--- src/rtl/abm_sched.sv ---
// -----------------------------------------------------------------------------
// abm_sched -- frame-to-mover transfer scheduler for the ABM-to-PCIe block mover
//
// Counts "frame ready" pulses from the acquisition side and issues one mover
// kick per frame. Each kick targets the next slot of a host-side ring of
// destination buffers (base_addr + slot_index * stride). Progress and error
// status are reported back to the register file.
//
// Optional feature macro: ABM_SCHED_TIMEOUT_EN
//   defined   -> a watchdog counts cycles spent in S_WAIT_BUSY + S_WAIT_IDLE;
//                on reaching TIMEOUT_CYCLES the transfer is abandoned, timeout
//                is set and the FSM returns to S_IDLE.
//   undefined -> no watchdog logic; timeout is tied 0 and the FSM waits forever.
//
// Parameters:
//   RING_W          width of ring slot index (ring holds up to 2^RING_W slots)
//   PEND_W          width of pending-frame counter (saturates at 2^PEND_W-1)
//   TIMEOUT_CYCLES  watchdog limit, only used with ABM_SCHED_TIMEOUT_EN
//
// Ports:
//   clk                in   sole clock
//   reset              in   synchronous, active-high reset
//   enable             in   level; 0 = issue no new kicks
//   base_addr          in   host address of ring slot 0; 0 = ring not configured
//   stride             in   bytes between consecutive slots
//   ring_slots         in   number of slots, 1..2^RING_W (0 treated as 1)
//   frame_ready        in   one-cycle pulse per completed frame
//   mover_start        out  one-cycle kick to the mover
//   mover_dst_address  out  destination of the current kick, held until next kick
//   mover_idle         in   mover idle status
//   slot_index         out  slot the next kick will use
//   frames_done        out  completed transfers, wraps modulo 2^32
//   pending            out  frames not yet kicked
//   busy               out  FSM is not in S_IDLE
//   overflow           out  sticky: a frame arrived while pending was saturated
//   timeout            out  sticky watchdog flag
// -----------------------------------------------------------------------------
module abm_sched #(
  parameter int RING_W         = 4,
  parameter int PEND_W         = 4,
  parameter int TIMEOUT_CYCLES = 1000000
) (
  input  logic              clk,
  input  logic              reset,
  input  logic              enable,
  input  logic [63:0]       base_addr,
  input  logic [31:0]       stride,
  input  logic [RING_W:0]   ring_slots,
  input  logic              frame_ready,
  output logic              mover_start,
  output logic [63:0]       mover_dst_address,
  input  logic              mover_idle,
  output logic [RING_W-1:0] slot_index,
  output logic [31:0]       frames_done,
  output logic [PEND_W-1:0] pending,
  output logic              busy,
  output logic              overflow,
  output logic              timeout
);

  typedef enum logic [1:0] {
    S_IDLE      = 2'd0,
    S_KICK      = 2'd1,
    S_WAIT_BUSY = 2'd2,
    S_WAIT_IDLE = 2'd3
  } state_t;

  localparam logic [PEND_W-1:0] PEND_MAX = '1;

  state_t            state;
  logic              kick_ok;
  logic [RING_W:0]   ring_eff;
  logic [RING_W:0]   slot_inc;
  logic [RING_W-1:0] slot_next;
  logic [63:0]       kick_addr;
  logic              pend_inc;
  logic              pend_dec;
  logic              wd_expire;

  // NOTE: every signal in this always_comb is assigned on every path, so no
  // latch can be inferred; keep it that way when adding outputs here.
  always_comb begin
    kick_ok   = enable && (pending != '0) && (base_addr != '0) && mover_idle;
    ring_eff  = (ring_slots == '0) ? {{RING_W{1'b0}}, 1'b1} : ring_slots;
    // Compare one bit wider than the index so slot 2^RING_W-1 still wraps, and
    // use >= so a ring shrunk below the current slot wraps on the next advance.
    slot_inc  = {1'b0, slot_index} + {{RING_W{1'b0}}, 1'b1};
    slot_next = (slot_inc >= ring_eff) ? '0 : slot_inc[RING_W-1:0];
    // Product is at most RING_W+32 bits, so it is exact in 64 bits; the sum
    // wraps modulo 2^64.
    kick_addr = base_addr + (64'(slot_index) * 64'(stride));
    pend_inc  = frame_ready;
    pend_dec  = (state == S_KICK);
  end

  // Pending-frame counter. A simultaneous arrival and kick cancel out; an
  // arrival at saturation with no kick is dropped and flagged.
  // NOTE: sequential state is updated with non-blocking assignments only, so
  // every register sees the pre-edge value of every other register.
  always_ff @(posedge clk) begin
    if (reset) begin
      pending  <= '0;
      overflow <= 1'b0;
    end else if (pend_inc && !pend_dec) begin
      if (pending == PEND_MAX) overflow <= 1'b1;
      else                     pending  <= pending + PEND_W'(1);
    end else if (pend_dec && !pend_inc) begin
      pending <= pending - PEND_W'(1);
    end
  end

`ifdef ABM_SCHED_TIMEOUT_EN
  localparam int WD_W = $clog2(TIMEOUT_CYCLES + 1);
  localparam logic [WD_W-1:0] WD_LAST = WD_W'(TIMEOUT_CYCLES - 1);

  logic [WD_W-1:0] wd_cnt;

  // Counts cycles in the two wait states; cleared whenever a transfer is not
  // outstanding so every kick starts with a fresh budget.
  always_ff @(posedge clk) begin
    if (reset || state == S_IDLE || state == S_KICK) wd_cnt <= '0;
    else                                             wd_cnt <= wd_cnt + WD_W'(1);
  end

  always_comb begin
    wd_expire = ((state == S_WAIT_BUSY) || (state == S_WAIT_IDLE)) && (wd_cnt == WD_LAST);
  end

  always_ff @(posedge clk) begin
    if (reset)          timeout <= 1'b0;
    else if (wd_expire) timeout <= 1'b1;
  end
`else
  assign wd_expire = 1'b0;
  assign timeout   = 1'b0;
`endif

  // Main FSM. Outputs are registered alongside the state so mover_start, the
  // destination address and busy line up with the state they describe. The
  // destination is captured on the edge into S_KICK so it is valid during the
  // single cycle mover_start is high; base_addr/stride are sampled only there.
  always_ff @(posedge clk) begin
    if (reset) begin
      state             <= S_IDLE;
      mover_start       <= 1'b0;
      mover_dst_address <= '0;
      slot_index        <= '0;
      frames_done       <= '0;
      busy              <= 1'b0;
    end else begin
      mover_start <= 1'b0;
      case (state)
        S_IDLE: begin
          if (kick_ok) begin
            state             <= S_KICK;
            mover_start       <= 1'b1;
            mover_dst_address <= kick_addr;
            busy              <= 1'b1;
          end
        end
        S_KICK: begin
          state <= S_WAIT_BUSY;
        end
        S_WAIT_BUSY: begin
          // A timed-out frame is lost: no completion count, no slot advance.
          if (wd_expire) begin
            state <= S_IDLE;
            busy  <= 1'b0;
          end else if (!mover_idle) begin
            state <= S_WAIT_IDLE;
          end
        end
        S_WAIT_IDLE: begin
          if (wd_expire) begin
            state <= S_IDLE;
            busy  <= 1'b0;
          end else if (mover_idle) begin
            frames_done <= frames_done + 32'd1;
            slot_index  <= slot_next;
            state       <= S_IDLE;
            busy        <= 1'b0;
          end
        end
        default: begin
          state <= S_IDLE;
          busy  <= 1'b0;
        end
      endcase
    end
  end

endmodule

--- config.mk ---
export PLATFORM = sky130hd
export DESIGN_NAME = abm_sched
export DESIGN_NICKNAME = d
export VERILOG_FILES = /design/src/rtl/abm_sched.sv
export SDC_FILE = /design/constraint.sdc
export NUM_CORES = 1
export LEC_CHECK = 0
export CAP_MARGIN = 20
export CORE_UTILIZATION = 45
export DETAILED_ROUTE_END_ITERATION = 8
export PLACE_DENSITY = 0.8
export SKIP_LAST_GASP = 1
export SYNTH_ARGS = -nofsm -noshare
export SYNTH_HDL_FRONTEND = slang
export SYNTH_SLANG_ARGS = --single-unit
--- constraint.sdc ---
create_clock -name clk -period 9.2 [get_ports clk]
set_input_delay 1.84 -clock clk [delete_from_list [all_inputs] [get_ports clk]]
set_output_delay 1.84 -clock clk [all_outputs]
set_load 0.02 [all_outputs]
==> flow_metrics.env <==
export IMPL_status="complete, no violations"
export IMPL_grt_busiest_layer="met2"
export IMPL_totalWireLength_um=30400
export IMPL_postCtsHoldBufs=0
export IMPL_place_area_um2=13100
export IMPL_worst_path_buf_inv=3
export IMPL_path_max_fanout=11
export IMPL_root_buffer="clkbuf_16"
export IMPL_synth_area_um2=10900
export IMPL_synth_adder_area_share=0.242
export IMPL_coreArea_um2=23500
export IMPL_timing_hold_ws_ns=0.456
export IMPL_drtIter0Drc=646
export IMPL_ys_types=79
export IMPL_worstSetupEndpointType="flop"
export IMPL_p_comb_frac=0.406
export IMPL_final_cell_area_um2=13500
export IMPL_vias_per_cell=5.43
export IMPL_synth_simple_area_share=0.255
export IMPL_antenna_found_initial=0
export IMPL_start_util=0.461
export IMPL_drive_gt1_frac=0.0476
export IMPL_p_sw_mw=0.645
export IMPL_met2_usage=0.411
export IMPL_fin_crit_ns=6.82
export IMPL_layout_common_cells="211 x clkdlybuf4s50_1, 153 x inv_1, 123 x and2_1"
export IMPL_nets=1748
export IMPL_worst_clock_skew_ns=0.0175
export IMPL_slew_headroom=0.283
export IMPL_crit_top_cell="fa_1"
export IMPL_max_freq_mhz=147
export IMPL_internal_power_mw=1.03
export IMPL_crit_slowest_cell="o2111ai_1"
export IMPL_clk_path_buf_depth=2
export IMPL_cts_setup_buffers=0
export IMPL_grt_max_degree=79
export IMPL_h_tree_depth=3
export IMPL_rsz0062_at_grt="false"
export IMPL_avgSynthCellArea_um2=8.21
export IMPL_seq_area_frac_synth=0.201
export IMPL_fin_crit_sh=0.742
export IMPL_grt_pass1_vias=9533
export IMPL_die_y_um=157
export IMPL_slew_viol_final=0
export IMPL_drv_cap=0
export IMPL_cts_sinks=109
export IMPL_powerDensity_nw_per_um2=125
export IMPL_cp_slowest_stage_delay_ns=0.83
export IMPL_synth_xor_area_share=0.0532
export IMPL_critical_path_cell_chain="clkdlybuf4s50_1 -> and2_1 -> fa_1 -> fa_1 -> inv_1 -> fa_1 -> inv_1 -> ha_1 -> a21oi_2 -> nand2_1 -> a221oi_4 -> o22ai_2 -> o2111ai_1 -> and2_1 -> o21ai_0 -> a311oi_2"
export IMPL_pin_count=214
export IMPL_ir_drop_mv=0.104
export IMPL_ys_async_sr_fraction=0
export IMPL_place_congestion=0.936
export IMPL_synth_edf_count=0
export IMPL_grt_pass1_wl_um=48900
export IMPL_syn_inst=1322
export IMPL_arrival_ns=7.09
export IMPL_cts_tree="yes"
export IMPL_grt_use_total=0.250
export IMPL_antenna_cells=0
export IMPL_die_area_um2=24800
export IMPL_overflow=0
export IMPL_place_hpwl_um=24900
export IMPL_start_kind="input pin"
export IMPL_grt_use_met1=0.342
export IMPL_drc_errors=0
export IMPL_ctsResizeCount=0
export IMPL_rows=56
export IMPL_ys_ff_latch=109
export IMPL_grtUsageMet3=0.0317
export IMPL_clkSlewWorstSetupHoldPaths_ns=0.08
export IMPL_cts_buffers=9
export IMPL_via_count=9839
export IMPL_area_delta_synth_final_pct=23.9
export IMPL_setup_violations_final=0
export IMPL_synth_top_family_by_area="simple AND/OR/NAND/NOR gates"
export IMPL_yosysWarnings=0
export IMPL_clock_latency_ns=0.36
export IMPL_switching_share=0.384
export IMPL_ys_flop_type="dfxtp_1"
export IMPL_wl_per_cell_um=16.8
export IMPL_p_leak_nw=5.70
export IMPL_drtAntennaViolNets=0
export IMPL_synth_compound_area_frac=0.160
export IMPL_path_delay_family="compound AO/OA/AOI/OAI gates"
export IMPL_drt_pass1_iterations=5
export IMPL_worst_slew_pin_slew_ns=1.07
export IMPL_die_w_um=157
export IMPL_critical_path_class="in2reg"
export IMPL_pwr_share_seq=0.355
export IMPL_min_path_type="reg2reg"
export IMPL_tns_ns=0
export IMPL_clkPwrFrac=0.240
export IMPL_syn_nets=1582
export IMPL_io_buffers=212
export IMPL_layout_commonest_cell="clkdlybuf4s50_1"
export IMPL_hold_violations=0
export IMPL_worstPathRequired_ns=9.47
export IMPL_synth_mux_area_frac=0.00472
export IMPL_fill_cells=2164
[cell usage after synthesis, types with 3 or more instances]
cell type	number	share of area
o22ai_1	3	0.0017
xnor2_1	35	0.028
inv_1	153	0.053
nand2b_1	3	0.0017
mux2i_1	4	0.0037
or3_1	9	0.0052
fa_1	94	0.17
nor4_1	23	0.013
nor2_1	101	0.035
a22oi_1	3	0.0021
and4_1	14	0.011
and2_1	123	0.071
nand2_1	118	0.041
clkbuf_1	29	0.010
o21bai_1	6	0.0041
dfxtp_1	109	0.20
nand3_1	47	0.022
o21a_1	5	0.0035
nor4_2	5	0.0058
or4_1	3	0.0021
a21oi_1	80	0.037
o221ai_1	3	0.0024
a211oi_2	16	0.018
a31oi_1	8	0.0046
nor3_1	22	0.010
o21ai_1	3	0.0014
xor2_1	31	0.025
a21o_1	19	0.013
ha_1	60	0.069
a311oi_2	4	0.0055
o211ai_1	8	0.0055
nor2b_1	7	0.0040
buf_6	5	0.0052
buf_2	19	0.0088
and3_1	22	0.013
nand4_1	13	0.0075
a211oi_1	17	0.012
buf_4	7	0.0048
o21ai_0	39	0.018
and4_4	4	0.0041
[tightest hold or removal path: stages, from the launching register on]
cell	delay, ns
dfxtp_1	0.32
nand2_1	0.05
a21oi_1	0.05
[flip-flops by register name, summed over array words and instances (netlist names)]
register           flops
mover_dst_address     64
mover_start            1
pending                4
frames_done           32
overflow               1
busy                   1
state                  2
slot_index             4
[final timing paths]
kind / slack (ns) / cells after the start / end / start
worst max-delay path: 2.38 / 16 / mover_dst_address[45]$_SDFFE_PP0P_ / stride[8]
worst min-delay path: 0.46 / 2 / mover_dst_address[11]$_SDFFE_PP0P_ / mover_dst_address[11]$_SDFFE_PP0P_
worst max register to register: 3.23 / 15 / mover_dst_address[45]$_SDFFE_PP0P_ / slot_index[2]$_SDFFE_PP0P_
worst min register to register: 0.46 / 2 / mover_dst_address[11]$_SDFFE_PP0P_ / mover_dst_address[11]$_SDFFE_PP0P_
[cell type report]
type	instances	area, um2	area share
Tap cell	319	399	0.0297
Clock buffer	9	225	0.0167
Timing Repair Buffer	217	2200	0.163
Sequential cell	109	2180	0.162
Multi-Input combinational cell	997	7780	0.578
Inverter	154	578	0.0430
Clock inverter	7	91.3	0.00679
[through the flow]
step	worst slack, ns	utilization	cells	total power, mW
2_1_floorplan	3.46	-	1322	1.02
6_report	2.38	0.572	1812	1.68
3_3_place_gp	2.21	0.556	1794	1.27
4_1_cts	2.45	0.569	1810	1.68
5_1_grt	2.02	0.572	1812	1.77
3_5_place_dp	2.07	0.556	1794	1.28
[power by group through the flow]
| stage | sequential, mW | combinational [mW] | clock [mW] |
|---|---|---|---|
| CTS | 0.598 | 0.679 | 0.407 |
| floorplan | 0.680 | 0.338 | 0 |
| global placement | 0.608 | 0.659 | 0 |
| finish | 0.596 | 0.681 | 0.402 |
| global route | 0.606 | 0.743 | 0.425 |
| detailed placement | 0.609 | 0.675 | 0 |
[per-layer routing]
metal,part of all wire,wire [um]
met3,0.060,1830
met2,0.46,13900
met5,0,0
met1,0.46,13900
met4,0.025,745
[cells by family after synthesis]
family / after synthesis
compound gates: 245
xor+xnor: 66
fa+ha+maj: 154
buf+inv: 216
flops: 109
mux: 5
other cells: 1
simple gates: 526
No activity file was read; power rests on OpenSTA's default activity.
